<file path="src/rtl/vend_dispenser.sv">
// -----------------------------------------------------------------------------
// vend_dispenser
//
// Output-side actuator controller for the vending machine. Turns the vending
// FSM's giveSoda / giveDiet / change requests into timed solenoid pulses:
// one product pulse per vend request and one nickel-ejector pulse per change
// request. Change requests queue in a saturating counter so that none are
// lost while a product is being dispensed.
//
// Parameters:
//   PULSE_W  solenoid on-time in cycles (>= 1)
//   GAP_W    forced off-time after each pulse in cycles (>= 1)
//   CNT_W    width of the pending-nickel counter
//
// Ports:
//   CLK         in   clock, rising edge
//   rst         in   synchronous active-high reset
//   giveSoda    in   soda vend request (level, edge-detected)
//   giveDiet    in   diet vend request (level, edge-detected)
//   change      in   one nickel owed per rising edge
//   soda_sol    out  soda solenoid drive (registered)
//   diet_sol    out  diet solenoid drive (registered)
//   nickel_sol  out  nickel ejector drive (registered)
//   busy        out  not IDLE, or product latched, or nickels pending
//   pending     out  nickels queued but not yet started
//   overflow    out  sticky: a change edge was dropped on a full counter
//   tally       out  products dispensed, 8-bit wrapping counter
//                    (only when VEND_DISP_TALLY_EN is defined)
//
// Build option:
//   VEND_DISP_TALLY_EN  adds the tally output and its counter.
// -----------------------------------------------------------------------------
module vend_dispenser #(
  parameter int PULSE_W = 4,
  parameter int GAP_W   = 2,
  parameter int CNT_W   = 3
) (
  input  logic             CLK,
  input  logic             rst,
  input  logic             giveSoda,
  input  logic             giveDiet,
  input  logic             change,
  output logic             soda_sol,
  output logic             diet_sol,
  output logic             nickel_sol,
  output logic             busy,
  output logic [CNT_W-1:0] pending,
  output logic             overflow
`ifdef VEND_DISP_TALLY_EN
  ,
  output logic [7:0]       tally
`endif
);

  // The timer only has to hold the longer of the two load values.
  localparam int TMR_MAX = (PULSE_W > GAP_W) ? PULSE_W : GAP_W;
  localparam int TMR_W   = (TMR_MAX > 1) ? $clog2(TMR_MAX) : 1;

  localparam logic [TMR_W-1:0] PULSE_LOAD = TMR_W'(PULSE_W - 1);
  localparam logic [TMR_W-1:0] GAP_LOAD   = TMR_W'(GAP_W - 1);
  localparam logic [TMR_W-1:0] TMR_ZERO   = {TMR_W{1'b0}};
  localparam logic [TMR_W-1:0] TMR_ONE    = TMR_W'(1);
  localparam logic [CNT_W-1:0] CNT_ZERO   = {CNT_W{1'b0}};
  localparam logic [CNT_W-1:0] CNT_FULL   = {CNT_W{1'b1}};
  localparam logic [CNT_W-1:0] CNT_ONE    = CNT_W'(1);

  typedef enum logic [1:0] {
    ST_IDLE    = 2'd0,
    ST_PROD_ON = 2'd1,
    ST_NICK_ON = 2'd2,
    ST_GAP     = 2'd3
  } state_t;

  state_t             state_r;
  state_t             state_next_s;
  logic [TMR_W-1:0]   timer_r;
  logic [TMR_W-1:0]   timer_next_s;

  // Edge detection
  logic               prev_soda_r;
  logic               prev_diet_r;
  logic               prev_change_r;
  logic               soda_edge_s;
  logic               diet_edge_s;
  logic               change_edge_s;

  // Product request latches
  logic               soda_req_r;
  logic               diet_req_r;
  logic               soda_req_next_s;
  logic               diet_req_next_s;

  // Nickel queue
  logic [CNT_W-1:0]   pending_r;
  logic [CNT_W-1:0]   pending_next_s;
  logic               overflow_r;
  logic               overflow_next_s;

  // Solenoid drives
  logic               soda_sol_r;
  logic               diet_sol_r;
  logic               nickel_sol_r;
  logic               soda_sol_next_s;
  logic               diet_sol_next_s;
  logic               nickel_sol_next_s;

  // Pulse-start strobes from the FSM
  logic               start_soda_s;
  logic               start_diet_s;
  logic               start_nick_s;

  // Previous-value registers preset to 1 so a level already high at reset
  // release is not mistaken for a fresh request.
  always_ff @(posedge CLK) begin
    if (rst) begin
      prev_soda_r   <= 1'b1;
      prev_diet_r   <= 1'b1;
      prev_change_r <= 1'b1;
    end else begin
      prev_soda_r   <= giveSoda;
      prev_diet_r   <= giveDiet;
      prev_change_r <= change;
    end
  end

  assign soda_edge_s   = giveSoda & ~prev_soda_r;
  assign diet_edge_s   = giveDiet & ~prev_diet_r;
  assign change_edge_s = change   & ~prev_change_r;

  // Request latch update. A start only happens while the latch is set, so an
  // edge in that same cycle merges into the request being served.
  always_comb begin
    soda_req_next_s = soda_req_r;
    diet_req_next_s = diet_req_r;
    if (start_soda_s) begin
      soda_req_next_s = 1'b0;
    end else begin
      soda_req_next_s = soda_req_r | soda_edge_s;
    end
    if (start_diet_s) begin
      diet_req_next_s = 1'b0;
    end else begin
      diet_req_next_s = diet_req_r | diet_edge_s;
    end
  end

  // Nickel counter: a coincident enqueue and dequeue cancel out, so a full
  // counter can still accept an edge in the cycle a nickel pulse starts.
  always_comb begin
    pending_next_s  = pending_r;
    overflow_next_s = overflow_r;
    if (change_edge_s && !start_nick_s) begin
      if (pending_r == CNT_FULL) begin
        overflow_next_s = 1'b1;
      end else begin
        pending_next_s = pending_r + CNT_ONE;
      end
    end else if (!change_edge_s && start_nick_s) begin
      pending_next_s = pending_r - CNT_ONE;
    end else begin
      pending_next_s = pending_r;
    end
  end

  // Next-state, timer and solenoid logic. Products are always served before
  // nickels, and soda before diet.
  always_comb begin
    state_next_s      = state_r;
    timer_next_s      = timer_r;
    soda_sol_next_s   = soda_sol_r;
    diet_sol_next_s   = diet_sol_r;
    nickel_sol_next_s = nickel_sol_r;
    start_soda_s      = 1'b0;
    start_diet_s      = 1'b0;
    start_nick_s      = 1'b0;

    case (state_r)
      ST_IDLE: begin
        if (soda_req_r) begin
          state_next_s      = ST_PROD_ON;
          timer_next_s      = PULSE_LOAD;
          soda_sol_next_s   = 1'b1;
          diet_sol_next_s   = 1'b0;
          nickel_sol_next_s = 1'b0;
          start_soda_s      = 1'b1;
        end else if (diet_req_r) begin
          state_next_s      = ST_PROD_ON;
          timer_next_s      = PULSE_LOAD;
          soda_sol_next_s   = 1'b0;
          diet_sol_next_s   = 1'b1;
          nickel_sol_next_s = 1'b0;
          start_diet_s      = 1'b1;
        end else if (pending_r != CNT_ZERO) begin
          state_next_s      = ST_NICK_ON;
          timer_next_s      = PULSE_LOAD;
          soda_sol_next_s   = 1'b0;
          diet_sol_next_s   = 1'b0;
          nickel_sol_next_s = 1'b1;
          start_nick_s      = 1'b1;
        end else begin
          state_next_s      = ST_IDLE;
          soda_sol_next_s   = 1'b0;
          diet_sol_next_s   = 1'b0;
          nickel_sol_next_s = 1'b0;
        end
      end

      ST_PROD_ON, ST_NICK_ON: begin
        if (timer_r == TMR_ZERO) begin
          state_next_s      = ST_GAP;
          timer_next_s      = GAP_LOAD;
          soda_sol_next_s   = 1'b0;
          diet_sol_next_s   = 1'b0;
          nickel_sol_next_s = 1'b0;
        end else begin
          timer_next_s      = timer_r - TMR_ONE;
        end
      end

      ST_GAP: begin
        if (timer_r == TMR_ZERO) begin
          state_next_s = ST_IDLE;
        end else begin
          timer_next_s = timer_r - TMR_ONE;
        end
      end

      default: begin
        state_next_s      = ST_IDLE;
        timer_next_s      = TMR_ZERO;
        soda_sol_next_s   = 1'b0;
        diet_sol_next_s   = 1'b0;
        nickel_sol_next_s = 1'b0;
      end
    endcase
  end

  // State, timer, latches, queue and solenoid registers. Reset abandons any
  // pulse in progress; nothing is resumed afterwards.
  always_ff @(posedge CLK) begin
    if (rst) begin
      state_r      <= ST_IDLE;
      timer_r      <= TMR_ZERO;
      soda_req_r   <= 1'b0;
      diet_req_r   <= 1'b0;
      pending_r    <= CNT_ZERO;
      overflow_r   <= 1'b0;
      soda_sol_r   <= 1'b0;
      diet_sol_r   <= 1'b0;
      nickel_sol_r <= 1'b0;
    end else begin
      state_r      <= state_next_s;
      timer_r      <= timer_next_s;
      soda_req_r   <= soda_req_next_s;
      diet_req_r   <= diet_req_next_s;
      pending_r    <= pending_next_s;
      overflow_r   <= overflow_next_s;
      soda_sol_r   <= soda_sol_next_s;
      diet_sol_r   <= diet_sol_next_s;
      nickel_sol_r <= nickel_sol_next_s;
    end
  end

  assign soda_sol   = soda_sol_r;
  assign diet_sol   = diet_sol_r;
  assign nickel_sol = nickel_sol_r;
  assign pending    = pending_r;
  assign overflow   = overflow_r;
  assign busy       = (state_r != ST_IDLE) | soda_req_r | diet_req_r |
                      (pending_r != CNT_ZERO);

`ifdef VEND_DISP_TALLY_EN
  logic [7:0] tally_r;

  // Product tally, bumped in the cycle a product pulse starts; wraps at 255.
  always_ff @(posedge CLK) begin
    if (rst) begin
      tally_r <= 8'd0;
    end else if (start_soda_s || start_diet_s) begin
      tally_r <= tally_r + 8'd1;
    end else begin
      tally_r <= tally_r;
    end
  end

  assign tally = tally_r;
`endif

endmodule

</file>
<file path="config.mk">
export PLATFORM = sky130hd
export DESIGN_NAME = vend_dispenser
export DESIGN_NICKNAME = d
export VERILOG_FILES = /design/src/rtl/vend_dispenser.sv
export SDC_FILE = /design/constraint.sdc
export NUM_CORES = 1
export LEC_CHECK = 0
export ABC_AREA = 1
export BUFFER_PORTS_ARGS = -buffer_cell sky130_fd_sc_hd__buf_2
export CORE_MARGIN = 2
export CORE_UTILIZATION = 40
export CTS_BUF_LIST = sky130_fd_sc_hd__clkbuf_16
export CTS_CLUSTER_SIZE = 24
export DETAILED_ROUTE_END_ITERATION = 12
export GPL_TIMING_DRIVEN = 0
export MAX_ROUTING_LAYER = met4
export PLACE_DENSITY = 0.63
export SYNTH_ARGS = -nofsm -noshare
export SYNTH_HDL_FRONTEND = slang
export SYNTH_SLANG_ARGS = --single-unit
</file>
<file path="constraint.sdc">
create_clock -name CLK -period 2.1 [get_ports CLK]
set_clock_uncertainty 0.05 [all_clocks]
set_input_delay 0.21 -clock CLK [delete_from_list [all_inputs] [get_ports CLK]]
set_output_delay 0.21 -clock CLK [all_outputs]
set_load 0.1 [all_outputs]
</file>
==> impl_metrics.env <==
export IMPL_globalRouteTotalUtil=0.142
export IMPL_core_rowCount=16
export IMPL_synth_area_leaders="sky130_fd_sc_hd__dfxtp_1 (39%), sky130_fd_sc_hd__inv_1 (7.8%), sky130_fd_sc_hd__ha_1 (7.7%)"
export IMPL_most_common_library_cell_in_the_layout_ignoring_fill_and_taps="sky130_fd_sc_hd__inv_1"
export IMPL_vias=721
export IMPL_final_hold_viol_count=0
export IMPL_start_kind="flop"
export IMPL_grt_first_pass_wirelength_mm=2.54
export IMPL_layout_stage_area_growth_over_the_synthesis_result_pct=21.2
export IMPL_starting_drt_drc_count=18
export IMPL_run_status="finished, final reports clean"
export IMPL_synth_largest_area_cell="sky130_fd_sc_hd__dfxtp_1"
export IMPL_die_height_um=49.1
export IMPL_yosys_warn_count=0
export IMPL_clockRootBuffer="sky130_fd_sc_hd__clkbuf_16"
export IMPL_clk_transition_reported_paths_ps=50
export IMPL_global_route_overflow_total=0
export IMPL_h_tree_depth=1
export IMPL_final_max_tran_viols=0
export IMPL_setup_total_negative_slack_ps=0
export IMPL_cts_post_setup_buffers_inserted=0
export IMPL_routed_wl_mm=1.55
export IMPL_worstPathBufferInverterCount=2
export IMPL_cts_inserted_buffers=3
export IMPL_number_of_antenna_violations_at_the_first_check_in_global_routing=0
export IMPL_timing_max_slew_rel_slack=0.678
export IMPL_io_buffers=12
export IMPL_postSynthRegisterBits=16
export IMPL_final_min_period_over_clock_period=0.908
export IMPL_global_placement_routability_congestion=0.819
export IMPL_worstPathMaxFanout=5
export IMPL_globalRouteMet3Util=0.0583
export IMPL_die_width_um=49.1
export IMPL_synth_top_cell_area_share=0.393
export IMPL_worst_path_most_repeated_cell="sky130_fd_sc_hd__nand2_2"
export IMPL_postSynthCellCount=104
export IMPL_firstDrtPassIters=4
export IMPL_cpLargestDelayFamily="adder cells"
export IMPL_clock_sinks=16
export IMPL_fmaxAchievable_mhz=524
export IMPL_largest_net_degree_at_the_start_of_global_routing=11
export IMPL_yosys_cell_types_count=20
export IMPL_grt_pass1_vias=651
export IMPL_worst_pin_slew_ps=487
export IMPL_dieArea_um2=2410
export IMPL_tritoncts_clock_tree="done"
export IMPL_crit_slowest_cell="sky130_fd_sc_hd__fa_1"
export IMPL_timing_critical_path_cells="inv_1 -> ha_1 -> nand2_2 -> nor2_4 -> nand2_4 -> nand2_2 -> fa_1 -> inv_1 -> nand2_2 -> nand2_2 -> nand3_1 -> nand2_1 -> nor2_1"
export IMPL_grt_use_met2=0.252
export IMPL_insertedDiodeCount=0
export IMPL_worstSetupPathType="flop to flop"
export IMPL_setup_violations_final=0
export IMPL_fin_worst_hold_slack_ps=100
export IMPL_reg2reg_setup_slack_ps=190
export IMPL_max_cap_violations=0
export IMPL_synth_seq_area_share=0.393
export IMPL_clock_latency_ps=240
export IMPL_coreArea_um2=1940
export IMPL_dp_final_hpwl_mm=1.14
export IMPL_fraction_of_layout_cells_with_a_size_suffix_above_1=0.252
export IMPL_finish_net_count=132
export IMPL_grt_busiest_layer="met2"
export IMPL_cp_arrival_ps=1990
export IMPL_layout_cells_most_common_list="sky130_fd_sc_hd__inv_1 (17), sky130_fd_sc_hd__dfxtp_1 (13), sky130_fd_sc_hd__buf_2 (12)"
export IMPL_postCtsResizedCells=0
export IMPL_via_per_inst=4.94
export IMPL_groute_layer_met1_usage=0.145
export IMPL_starting_density=0.419
export IMPL_end_kind="flop"
export IMPL_syn_num_nets=115
export IMPL_cts_hold_fix_buffers=0
export IMPL_post_route_min_period_ps=1910
export IMPL_drc_errors=0
export IMPL_top_level_ports=13
export IMPL_hold_path_class="input port to flop"
export IMPL_cts_path_max_buffers=2
export IMPL_fillers=199
export IMPL_unrepaired_setup_endpoints_after_global_routing="no"
export IMPL_routedWlPerCell_um=10.6
export IMPL_critPathMaxStageDelay_ps=400
export IMPL_final_antenna_net_count=0
export IMPL_synth_cell_area_um2=815
export IMPL_syn_area_per_cell_um2=7.83
export IMPL_timing_critical_path_required_ps=2190
[cells by family (layout without fill, tap and decap cells)]
kind of cell / count (synthesis) / after routing / synth area share
adder cells (fa/ha/maj): 6 / 6 / 0.101
AO/OA/AOI/OAI: 25 / 25 / 0.177
buffers and inverters: 18 / 33 / 0.0829
AND/OR/NAND/NOR: 39 / 39 / 0.246
flip-flops: 16 / 16 / 0.393
[final cells by class]
class	count	area (µm²)	area share
Timing Repair Buffer	12	60.1	0.0608
Multi-Input combinational cell	70	427	0.432
Clock buffer	3	75.1	0.0760
Sequential cell	16	324	0.328
Inverter	18	67.6	0.0684
Tap cell	27	33.8	0.0342
[worst min-delay path, stage by stage]
cell and delay (ps):
sky130_fd_sc_hd__buf_2 70, sky130_fd_sc_hd__inv_1 40, sky130_fd_sc_hd__nand2_1 40
[Yosys cell counts (all sizes together)]
library cell,n
or2,2
o21ai,8
a21oi,11
nor2,11
dfxtp,16
fa,1
a211oi,3
nand3,6
nand3b,1
nand2,17
a21boi,1
o21a,2
inv,18
nand4,2
ha,5
[metal layers]
| metal | vias up | share of wire |
|---|---|---|
| met4 | 0 | 0.0084 |
| met5 | - | 0 |
| li1 | 367 | - |
| met1 | 328 | 0.43 |
| met3 | 4 | 0.051 |
| met2 | 22 | 0.51 |
[registers in the layout (all words and copies together), names as in the netlist]
signal / flops
pending: 3
state_r: 2
timer_r: 2
diet_req_r: 1
diet_sol: 1
nickel_sol: 1
overflow: 1
prev_change_r: 1
prev_diet_r: 1
prev_soda_r: 1
soda_req_r: 1
soda_sol: 1
[stage by stage]
step | setup slack, ps | util | area, µm² | std cells
after floorplan | 122 | - | 818 | 104
after global placement | 220 | 0.470 | 912 | 143
after detailed placement | 177 | 0.470 | 912 | 143
after CTS | 168 | 0.508 | 987 | 146
after global routing | 52.6 | 0.508 | 987 | 146
final | 193 | 0.508 | 987 | 146
[worst paths after layout]
path | start | endpoint | cells after the start
worst max-delay path | state_r[0]$_SDFFE_PP0P_ | pending[2]$_SDFFE_PP0P_ | 13
worst min-delay path | change | prev_change_r$_SDFF_PP1_ | 3
worst max register to register | state_r[0]$_SDFFE_PP0P_ | pending[2]$_SDFFE_PP0P_ | 13
worst min register to register | overflow$_SDFFE_PP0P_ | overflow$_SDFFE_PP0P_ | 1
Power is left out: the tool's default activity adds up to more than one toggle a clock period on the data nets, which glitch-free logic cannot reach.
